<file path="src/rtl/uart_pkg.sv">
// Shared UART definitions: frame geometry, default bit period and the line FSM states.
// Used by the transmitter and intended for the matching receiver.
package uart_pkg;

  localparam int DATA_BITS        = 8;
  localparam int FRAME_BITS       = 10;
  localparam int DEF_CLKS_PER_BIT = 10417;

  typedef enum logic [1:0] {
    IDLE  = 2'd0,
    START = 2'd1,
    DATA  = 2'd2,
    STOP  = 2'd3
  } uart_state_t;

endpackage

</file>
<file path="src/rtl/uart_bit_timer.sv">
// Bit-period timer: counts 0..CLKS_PER_BIT-1 while enabled and flags the last cycle
// of each bit period. Held at zero while disabled so every frame starts on a fresh period.
module uart_bit_timer
  import uart_pkg::*;
#(
  parameter int CLKS_PER_BIT = DEF_CLKS_PER_BIT
) (
  input  logic clk,
  input  logic reset,
  input  logic enable,
  output logic bit_done
);

  localparam int W = (CLKS_PER_BIT > 1) ? $clog2(CLKS_PER_BIT) : 1;
  localparam logic [W-1:0] LAST = W'(CLKS_PER_BIT - 1);

  logic [W-1:0] count;

  always_ff @(posedge clk) begin
    if (reset) begin
      count <= '0;
    end else if (!enable) begin
      count <= '0;
    end else if (count == LAST) begin
      count <= '0;
    end else begin
      count <= count + W'(1);
    end
  end

  assign bit_done = enable && (count == LAST);

endmodule

</file>
<file path="src/rtl/uart_tx_serializer.sv">
// 8N1 UART transmitter with a one-byte holding register so the next byte can be
// queued while a frame is on the wire, giving back-to-back frames with no idle gap.
module uart_tx_serializer
  import uart_pkg::*;
#(
  parameter int CLKS_PER_BIT = DEF_CLKS_PER_BIT
) (
  input  logic                 clk,
  input  logic                 reset,
  input  logic [DATA_BITS-1:0] TX_DATA,
  input  logic                 TX_EN,
  output logic                 TX_STATUS,
  output logic                 TX_BUSY,
  output logic                 UART_TX,
  output uart_state_t          debug_state
);

  localparam int IDX_W = $clog2(DATA_BITS);
  localparam logic [IDX_W-1:0] LAST_IDX = IDX_W'(DATA_BITS - 1);

  uart_state_t          state, state_next;
  logic [DATA_BITS-1:0] shift, shift_next;
  logic [IDX_W-1:0]     bit_idx, bit_idx_next;
  logic                 hold_full, hold_full_next;
  logic [DATA_BITS-1:0] hold_data, hold_data_next;
  logic                 line_q, line_next;
  logic                 busy_q;
  logic                 bit_done;
  logic                 accept;
  logic                 load_direct;

  uart_bit_timer #(.CLKS_PER_BIT(CLKS_PER_BIT)) u_bit_timer (
    .clk      (clk),
    .reset    (reset),
    .enable   (state != IDLE),
    .bit_done (bit_done)
  );

  // Handshake: a byte is taken on any edge where TX_EN=1 and TX_STATUS=1
  // (holding register empty); TX_EN while TX_STATUS=0 is dropped with no effect.
  assign accept = TX_EN && !hold_full;

  always_comb begin
    state_next     = state;
    shift_next     = shift;
    bit_idx_next   = bit_idx;
    hold_full_next = hold_full;
    hold_data_next = hold_data;
    load_direct    = 1'b0;

    case (state)
      IDLE: begin
        if (accept) load_direct = 1'b1;
      end
      START: begin
        if (bit_done) begin
          state_next   = DATA;
          bit_idx_next = '0;
        end
      end
      DATA: begin
        if (bit_done) begin
          if (bit_idx == LAST_IDX) begin
            state_next = STOP;
          end else begin
            bit_idx_next = bit_idx + IDX_W'(1);
            shift_next   = shift >> 1;
          end
        end
      end
      STOP: begin
        if (bit_done) begin
          if (hold_full) begin
            state_next     = START;
            shift_next     = hold_data;
            hold_full_next = 1'b0;
          end else if (accept) begin
            load_direct = 1'b1;
          end else begin
            state_next = IDLE;
          end
        end
      end
      default: state_next = IDLE;
    endcase

    if (load_direct) begin
      state_next = START;
      shift_next = TX_DATA;
    end else if (accept) begin
      hold_full_next = 1'b1;
      hold_data_next = TX_DATA;
    end

    // Line value is precomputed from the next state so UART_TX comes straight off a flop.
    if (state_next == DATA) begin
      line_next = shift_next[0];
    end else begin
      line_next = (state_next != START);
    end
  end

  always_ff @(posedge clk) begin
    if (reset) begin
      state     <= IDLE;
      shift     <= '0;
      bit_idx   <= '0;
      hold_full <= 1'b0;
      hold_data <= '0;
      line_q    <= 1'b1;
      busy_q    <= 1'b0;
    end else begin
      state     <= state_next;
      shift     <= shift_next;
      bit_idx   <= bit_idx_next;
      hold_full <= hold_full_next;
      hold_data <= hold_data_next;
      line_q    <= line_next;
      busy_q    <= (state_next != IDLE);
    end
  end

  assign TX_STATUS   = !hold_full;
  assign TX_BUSY     = busy_q;
  assign UART_TX     = line_q;
  assign debug_state = state;

endmodule

</file>
<file path="config.mk">
export PLATFORM = sky130hd
export DESIGN_NAME = uart_tx_serializer
export DESIGN_NICKNAME = d
export VERILOG_FILES = /design/src/rtl/uart_pkg.sv /design/src/rtl/uart_bit_timer.sv /design/src/rtl/uart_tx_serializer.sv
export SDC_FILE = /design/constraint.sdc
export NUM_CORES = 1
export LEC_CHECK = 0
export CORE_ASPECT_RATIO = 0.75
export CORE_MARGIN = 8
export CORE_UTILIZATION = 45
export CTS_CLUSTER_SIZE = 24
export DETAILED_ROUTE_END_ITERATION = 10
export GPL_ROUTABILITY_DRIVEN = 1
export SYNTH_ARGS = -nofsm -noshare
export SYNTH_HDL_FRONTEND = slang
export SYNTH_HIERARCHICAL = 1
export SYNTH_SLANG_ARGS = --single-unit
</file>
<file path="constraint.sdc">
create_clock -name clk -period 3.77 [get_ports clk]
set_clock_uncertainty 0.15 [all_clocks]
set_input_delay 0.754 -clock clk [delete_from_list [all_inputs] [get_ports clk]]
set_output_delay 0.754 -clock clk [all_outputs]
set_load 0.01 [all_outputs]
</file>
======== Word level (Yosys, flattened, before mapping) ========
Cells that the tools add are included.
operators by class
  add/sub/neg operators ................... 2
  equality and inequality tests ........... 14
  muxes and demuxes ....................... 27
  bitwise operators ....................... 2
  reductions and logical operators ........ 12
operator list
  operator               number
  $mux 8                 5
  $pmux 8 s2             1
  $add 14x1->14 const B  1
  $eq 14x14->1 const B   1
  $mux 2                 7
  $ne 3x3->1 const B     4
  $mux 3                 3
  $mux 1                 8
  $eq 2x2->1 const B     3
  $ne 2x2->1 const B     3
  $pmux 2 s3             1
  $pmux 3 s2             1
  $reduce_bool 2->1      3
  $reduce_and 5->1       1
  $reduce_and 4->1       1
  $add 3x1->3 const B    1
  $eq 3x3->1 const B     1
  $reduce_bool 3->1      1
  $reduce_or 3->1        1
  $eq 2x1->1 const B     1
  $logic_and 1x1->1      2
  $logic_not 2->1        1
  $ne 2x1->1 const B     1
  $not 1->1              2
  other kinds (3)        3
storage, ports and cells
  register bits ........................... 38
  input bits .............................. 11
  output and inout port bits .............. 5

======== Logic depth before layout (Yosys ltp) ========
  depth in word-level cells ............... 9
  gate-level depth with buffers ........... 13

======== Hierarchy ========
The synthesis kept the hierarchy.
modules (own cells, without submodules)
  module              instances  cells each  area each (um^2)
  uart_tx_serializer  1          139         1223.7
  uart_bit_timer      1          73          675.6

======== Worst setup path before layout ========
OpenSTA, ideal clock, no wires.
  path kind ............................... register to register
  start point ............................. register u_bit_timer.count[0]
  end point ............................... register hold_data[0]
  library setup time ...................... 128 ps
  data arrival time ....................... 2323 ps
  required time ........................... 3492 ps
  slack ................................... 1169 ps
  cell stages (with the launch flop) ...... 14
  buffers on the path ..................... 3
  path through ............................ dfxtp_1 -> inv_1 -> ha_1 -> or2b_2 -> nor4_2 -> and2_2 -> buf_4 -> a21oi_2 -> or3_1 -> buf_4 -> nand3_2 -> buf_6 -> mux2i_1 -> nor2_1
between the ends
  word-level cells in the longest chain between the ends .. 6
ends and longest elaborated chain
  what                        RTL line                   RTL
  start, declared             uart_bit_timer.sv:17       logic [W-1:0] count;
  start signal, assigned      uart_bit_timer.sv:27       count <= count + W'(1);
  $eq 14x14->1                uart_bit_timer.sv:31       assign bit_done = enable && (count == LAST);
  $logic_and 1x1->1           uart_bit_timer.sv:31
  named net bit_done          uart_tx_serializer.sv:28   logic bit_done;
  $mux 1                      uart_tx_serializer.sv:72   if (bit_done) begin
  $pmux 1 s2                  uart_tx_serializer.sv:51   case (state)
  $not 1->1 (no line)         -
  $reduce_and 2->1 (no line)  -
  end signal, assigned        uart_tx_serializer.sv:117  hold_data <= hold_data_next;
  end, declared               uart_tx_serializer.sv:25   logic [DATA_BITS-1:0] hold_data, hold_data_next;
The timed path passes the listed nets, and every way through them passes these cells.
A chain may end at the register's enable or synchronous reset.

======== Worst setup path in the final report ========
  start point ............................. register u_bit_timer.count[0]
  end point ............................... register shift[2]
between the ends
  word-level cells in the longest chain between the ends .. 6
ends and longest elaborated chain
  what                                                       RTL line                   RTL
  $eq 14x14->1 (*)                                           uart_bit_timer.sv:31
  $logic_and 1x1->1 (*)                                      uart_bit_timer.sv:31
  named net bit_done                                         uart_tx_serializer.sv:28
  $mux 1                                                     uart_tx_serializer.sv:72
  $pmux 1 s2                                                 uart_tx_serializer.sv:51
  $ne 3x3->1 (no line) or $reduce_bool 3->1 (tied branches)  -
  $reduce_and 5->1 (no line)                                 -
  end signal, assigned                                       uart_tx_serializer.sv:114  shift <= shift_next;
  end, declared                                              uart_tx_serializer.sv:22   logic [DATA_BITS-1:0] shift, shift_next;
The timed path passes the listed nets; every way through them passes the cells marked *.

==> metrics.md <==
| Metric | Value |
|---|---|
| Static leakage | roughly 0.0008 µW |
| Slew HR | 0.572 |
| Slowest cell on crit path | or3_1 |
| Total negative slack | 0 ns |
| Final number of max-transition violations | 0 |
| Clock transition at path regs | 0.07 ns |
| Top cells by count, synth | dfxtp_1 (38), nor2_1 (33), nand2_1 (21), inv_1 (11), mux2i_1 (10) |
| Total core area | 4050 µm² |
| GPL Wtd Cong | between 0.7 and 0.8 |
| Metal1 wirelength | 1970 µm |
| Final Cycle Share | 0.796 |
| NetSw | 219 µW |
| Root Buffer | clkbuf_8 |
| Cell Area, Synth | 1900 µm² |
| Sink Count | 38 |
| Die Span Y | 72.3 µm |
| Post-synthesis sequential area ratio | 0.401 |
| GRT Residual Overflow | 0 |
| Status | finished clean |
| Final hold violations | 0 |
| Logic pwr share | 0.150 |
| Num rows | 20 |
| Fin area | between 2000 and 2500 µm² |
| Crit-path max FO | 14 |
| Clock Latency Late Sink | 0.29 ns |
| Initial DRC count | 132 |
| RSZ-0062 raised after global routing | false |
| WP data required | 3.84 ns |
| Global-route wire length before repair | around 6700 µm |
| CTS tree | built |
| Total Wirelength | 3800 µm |
| Synth area leader | dfxtp_1 |
| Post-Syn Instances | 212 |
| Switch share | 0.259 |
| Power Total | 847 µW |
| Resize count post-CTS | 0 |
| Highest Signal Layer | met4 |
| Pre-antenna DRT Iters | 4 |
| Worst path max stage delay | 0.45 ns |
| Share of post-route cells with drive strength above 1 | 0.0885 |
| Cell Chain, Critical Path | inv_1 > ha_1 > or2b_2 > nor4_2 > and2_2 > a21oi_2 > nor3_4 > a31oi_2 > or3_1 > a21oi_1 |
| TritonCTS Buffers | 5 |
| Routed wl met2 | 1530 µm |
| Slew at the pin closest to its max-slew limit | 0.640 ns |
| Max_cap viols | 0 |
| Drt drc | 0 |
| Initial core utilization | 0.469 |
| Area grow syn2layout | 12.2% |
| Flop pwr share | 0.514 |
| Power Internal | 628 µW |
| Final Setup Violations | 0 |
| Initial antenna violation count | 0 |
| H-tree depth | 2 |
| Antenna diodes | 0 |
| Port Buffers | 15 |
| Largest net degree at the start of global routing | 25 |
| Most frequent cell after synthesis | dfxtp_1 |
| Longest Clk Path Bufs | 2 |
| Via count | 1513 |
| Synth top area cells | dfxtp_1 (40%), nor2_1 (6.5%), ha_1 (5.3%), mux2i_1 (5.3%), nand2_1 (4.2%) |
| Die area | 6580 µm² |
| GRT Util Overall | 0.123 |
| Clock share of power | 0.336 |
| Yosys reg bits | 38 |
| Fmax | roughly 0.33 GHz |
| Pre-CTS setup slack | 0.820 ns |
| Vias in the first global route | 1423 |
| Boundary Pins | 16 |
| Startpoint types | register |
| Die width | 91.0 µm |
| Routed wl met3 | 231 µm |
| Placed cell area | 2040 µm² |
| HPWL after DPL | between 2000 and 3000 µm |
| Final WS setup | roughly 0.77 ns |
| Hold WC Path Type | register to register |
| Period minus WS final | 3.00 ns |
| Pwr per Cell Area | 397 nW/µm² |
| Synth async-reset ratio | 0 |
| Hold-fix buffers, CTS | 0 |
| EDFF count, synth | 0 |
| Vias/cell | 5.38 |
| Unique masters post-synth | 49 |
| Average wire per standard cell | 13.5 µm |
| Setup Buffers After CTS | 0 |
| VDD IR max | 242 µV |
| Worst Setup Path Type | register to register |
| Avg Cell Area, Syn | 8.96 µm² |
| Top_reg_cell synth | dfxtp_1 |
| Worst setup EP type | register |
| Top-area cell type share of the netlist area | 0.401 |
| Remaining antenna violation count | 0 |
| Mapped Nets | 231 |
| Synth warn | 6 |
| NumNets Final | 244 |
| Critical Path AT | between 3 and 4 ns |
layout make-up:
class,count,area [µm²]
Inverter,11,41.3
Tap cell,55,68.8
Timing Repair Buffer,16,158
Clock inverter,1,5.00
Multi-Input combinational cell,153,1010
Clock buffer,7,86.3
Fill cell,386,1920
Sequential cell,38,761
state kept, by name, summed over array words and instances (netlist names):
register / count
hold_data: 8
TX_BUSY: 1
UART_TX: 1
bit_idx: 3
u_bit_timer/count: 14
shift: 8
hold_full: 1
debug_state: 2
power groups by stage:
stage | Combinational, µW | Sequential (µW) | Clock, µW
2_1_floorplan | 96.6 | 442 | 0
3_3_place_gp | 123 | 444 | 0
3_5_place_dp | 126 | 444 | 0
4_1_cts | 127 | 435 | 293
5_1_grt | 141 | 437 | 314
6_report | 127 | 435 | 284
cells by family (layout without fill, tap and decap cells):
logic type,after synthesis,in the layout,share of synthesized area
simple gates,95,95,0.264
flops,38,38,0.401
fa+ha+maj,8,8,0.0527
buf+inv,21,35,0.0672
compound gates,28,28,0.108
xor+xnor,12,12,0.0553
mux,10,10,0.0527
through the flow:
| step | std cells | utilization | hold WS, ns |
|---|---|---|---|
| floorplan | 212 | - | 0.281 |
| global placement | 273 | 0.503 | 0.289 |
| detailed placement | 273 | 0.503 | 0.299 |
| CTS | 281 | 0.526 | 0.305 |
| global route | 281 | 0.526 | 0.314 |
| finish | 281 | 0.526 | 0.301 |
final timing paths:
| check | start | end | slack [ns] | cells past startpoint |
|---|---|---|---|---|
| setup / recovery | u_bit_timer/count[0]$_SDFF_PP0_ | shift[2]$_SDFFE_PP0P_ | 0.77 | 10 |
| hold / removal | shift[1]$_SDFFE_PP0P_ | shift[1]$_SDFFE_PP0P_ | 0.30 | 2 |
| setup reg to reg | u_bit_timer/count[0]$_SDFF_PP0_ | shift[2]$_SDFFE_PP0P_ | 0.77 | 10 |
| hold reg to reg | shift[1]$_SDFFE_PP0P_ | shift[1]$_SDFFE_PP0P_ | 0.30 | 2 |
per-layer routing:
metal / up-vias / global-route usage
li1: 754 / -
met1: 709 / 0.167
met2: 42 / 0.178
met3: 8 / 0.0289
met4: 0 / 0.0597
met5: - / 0
cells in the final DEF, fill, tap and decap left out, drive strengths merged, types with 2 or more instances in the layout:
master,instances
nand3,5
nand2b,4
dfxtp,38
nor3,5
o31ai,2
a221oi,7
nand4,3
or3b,2
a22oi,2
a31oi,2
nand2,21
ha,8
mux2i,10
clkdlybuf4s50,15
and2,2
nor2,36
a21oi,9
xnor2,7
or3,7
clkbuf,7
inv,11
xor2,5
worst max-delay path, delay by kind of cell, from the launching register on:
family | cells | cell delay, ns
and+or+nand+nor | 5 | 1.74
AOI/OAI and AO/OA | 3 | 0.49
DFF | 1 | 0.36
adders and majority gates | 1 | 0.12
buffers and inverters | 1 | 0.07
Note: power is estimated with default switching activity, not from simulation.
==> edit (same settings) <==
`hold_data` no longer has a reset.
--- a/src/rtl/uart_tx_serializer.sv
+++ b/src/rtl/uart_tx_serializer.sv
@@ -106,7 +106,6 @@
       shift     <= '0;
       bit_idx   <= '0;
       hold_full <= 1'b0;
-      hold_data <= '0;
       line_q    <= 1'b1;
       busy_q    <= 1'b0;
     end else begin
@@ -114,10 +113,13 @@
       shift     <= shift_next;
       bit_idx   <= bit_idx_next;
       hold_full <= hold_full_next;
-      hold_data <= hold_data_next;
       line_q    <= line_next;
       busy_q    <= (state_next != IDLE);
     end
+  end
+
+  always_ff @(posedge clk) begin
+    hold_data <= hold_data_next;
   end
 
   assign TX_STATUS   = !hold_full;
Check against the original RTL: same outputs for any inputs over 10 cycles, from zero or initial values and one cycle with reset high; that may be too few to reach the edited logic, so the function may still have changed.
==> edit against the original RTL <==
Worst setup slack worse by 0.032 ns. Synthesized area decreased by 3.2%. Power up 0.16%. Cell area shrank 2.3%. Core utilization shrank 0.27 points. Largest power group unchanged. Critical path type unchanged. Sequential cell count is the same. Worst hold slack worse by 0.00086 ns. Routed wire length down 5.8%.
==> edit: results (changes against the original RTL) <==
[yosys]
synth-seq-area-share=0.457  ; was 0.401
yosysUniqueCellTypes=48  ; was 49
synth-edff-count=8  ; was 0
async_flop_share=0  ; unchanged
synthTopCellsByCount=dfxtp_1 (30), nor2_1 (28), nand2_1 (19)  ; was dfxtp_1 (38), nor2_1 (33), nand2_1 (21)
synth_top_cells_by_area=dfxtp_1 (33%), edfxtp_1 (13%), nor2_1 (5.7%)  ; was dfxtp_1 (40%), nor2_1 (6.5%), ha_1 (5.3%)
synth_fp_nets=213  ; was 231

[clock_tree]
cts-root-buf=clkbuf_8  ; unchanged
cts_buffer_depth=2  ; unchanged
cts_resized=0  ; unchanged
clk_latency_ns=0.29  ; about the same
clkTransAtPathRegs_ns=0.07  ; about the same
h-tree-depth=2  ; unchanged

[min_path]
holdCritStartpoint=shift[1]  ; unchanged
hp-class=reg -> reg  ; unchanged

[route]
top_layer_used=met4  ; unchanged
avgViaCountPerCell=5.27  ; was 5.38
met1_length_um=1840  ; was 1970 um
dr_wl_met3_um=238  ; was 231 um
wl_met2_um=1450  ; was 1530 um
drt_iter0_markers=72  ; was 132
wl_um=3580  ; was 3800 um
dr.pass1.iters=4  ; unchanged

[setup_path]
cp.arrival_ns=3.09  ; was 3.07 ns
cpMaxStageDelayCell=nor3_4  ; was or3_1
worstReg2RegStart=u_bit_timer/count[0]  ; unchanged
path_class=reg -> reg  ; unchanged
critical_path.max_stage_delay_ns=0.44

[placement]
place_congestion=0.758  ; was 0.773
hpwlAfterDp_um=2560  ; was 2720 um
portBuffers=15  ; unchanged

[sta]
slew_headroom=0.498  ; was 0.572

[global_route]
grt_pass1_wl_um=6200  ; was 6690 um
grt_max_degree=17  ; was 25
grt_antenna_before_repair=0  ; unchanged
grt_use_total=0.118  ; was 0.123
grt_pass1_vias=1340  ; was 1423

[pwr]
p_leak_nw=0.711  ; was 0.792 nW
ir_worst_vdd_uv=211  ; was 242 uV

[run_status]
outcome=complete, no violations  ; unchanged

[finish]
insertedDiodeCount=0  ; unchanged
nets=227  ; was 244
layout-drive-gt1-share=0.0813  ; was 0.0885

[edit: cell families after synthesis]
kind of cell / Yosys count / synth area share
xor+xnor: 12 / 0.0572
compound gates: 31 / 0.120
fa+ha+maj: 8 / 0.0545
flops: 38 / 0.457
buf+inv: 20 / 0.0613
mux: 1 / 0.00545
simple gates: 84 / 0.244
[edit: area by class of cell]
| cell class | instances | area [um2] |
|---|---|---|
| Clock buffer | 7 | 86.3 |
| Inverter | 12 | 45.0 |
| Clock inverter | 1 | 5.00 |
| Sequential cell | 38 | 841 |
| Timing Repair Buffer | 15 | 150 |
| Multi-Input combinational cell | 136 | 885 |
| Tap cell | 55 | 68.8 |
| Fill cell | 361 | 1900 |
[edit: worst max-delay path, delay by kind of cell (launching register included)]
| family | cells | cell delay, ns |
|---|---|---|
| flip-flops | 1 | 0.35 |
| AND/OR/NAND/NOR | 5 | 1.77 |
| buffers and inverters | 1 | 0.07 |
| AO/OA/AOI/OAI | 3 | 0.49 |
| adder cells (fa/ha/maj) | 1 | 0.13 |
[edit: worst paths after layout]
check	endpoint	depth (start not counted)	slack [ns]
max	shift[6]	10	0.74
min	shift[1]	2	0.30
max reg2reg	shift[6]	10	0.74
min reg2reg	shift[1]	2	0.30
[edit: through the flow]
stage	power, mW	worst slack (ns)	hold WS (ns)	std cells	cell area (um2)
detailed placement	0.569	0.744	0.296	256	1990
CTS	0.857	0.726	0.305	264	2080
global route	0.891	0.525	0.346	264	2080
floorplan	0.537	1.29	0.275	194	1840
finish	0.848	0.738	0.300	264	2080
global placement	0.567	0.882	0.291	256	1990
[edit: report_power, final]
part	internal [mW]	switching (mW)	total [mW]	leakage [nW]
Sequential	0.438	0.0116	0.450	0.319
Combinational	0.0492	0.0615	0.111	0.344
Clock	0.147	0.140	0.288	0.0482
[edit: routing by layer]
| layer | global-route usage | vias to the layer above |
|---|---|---|
| met3 | 0.0418 | 6 |
| met4 | 0.0636 | 0 |
| met1 | 0.152 | 648 |
| met5 | 0 | - |
| met2 | 0.167 | 33 |
| li1 | - | 705 |
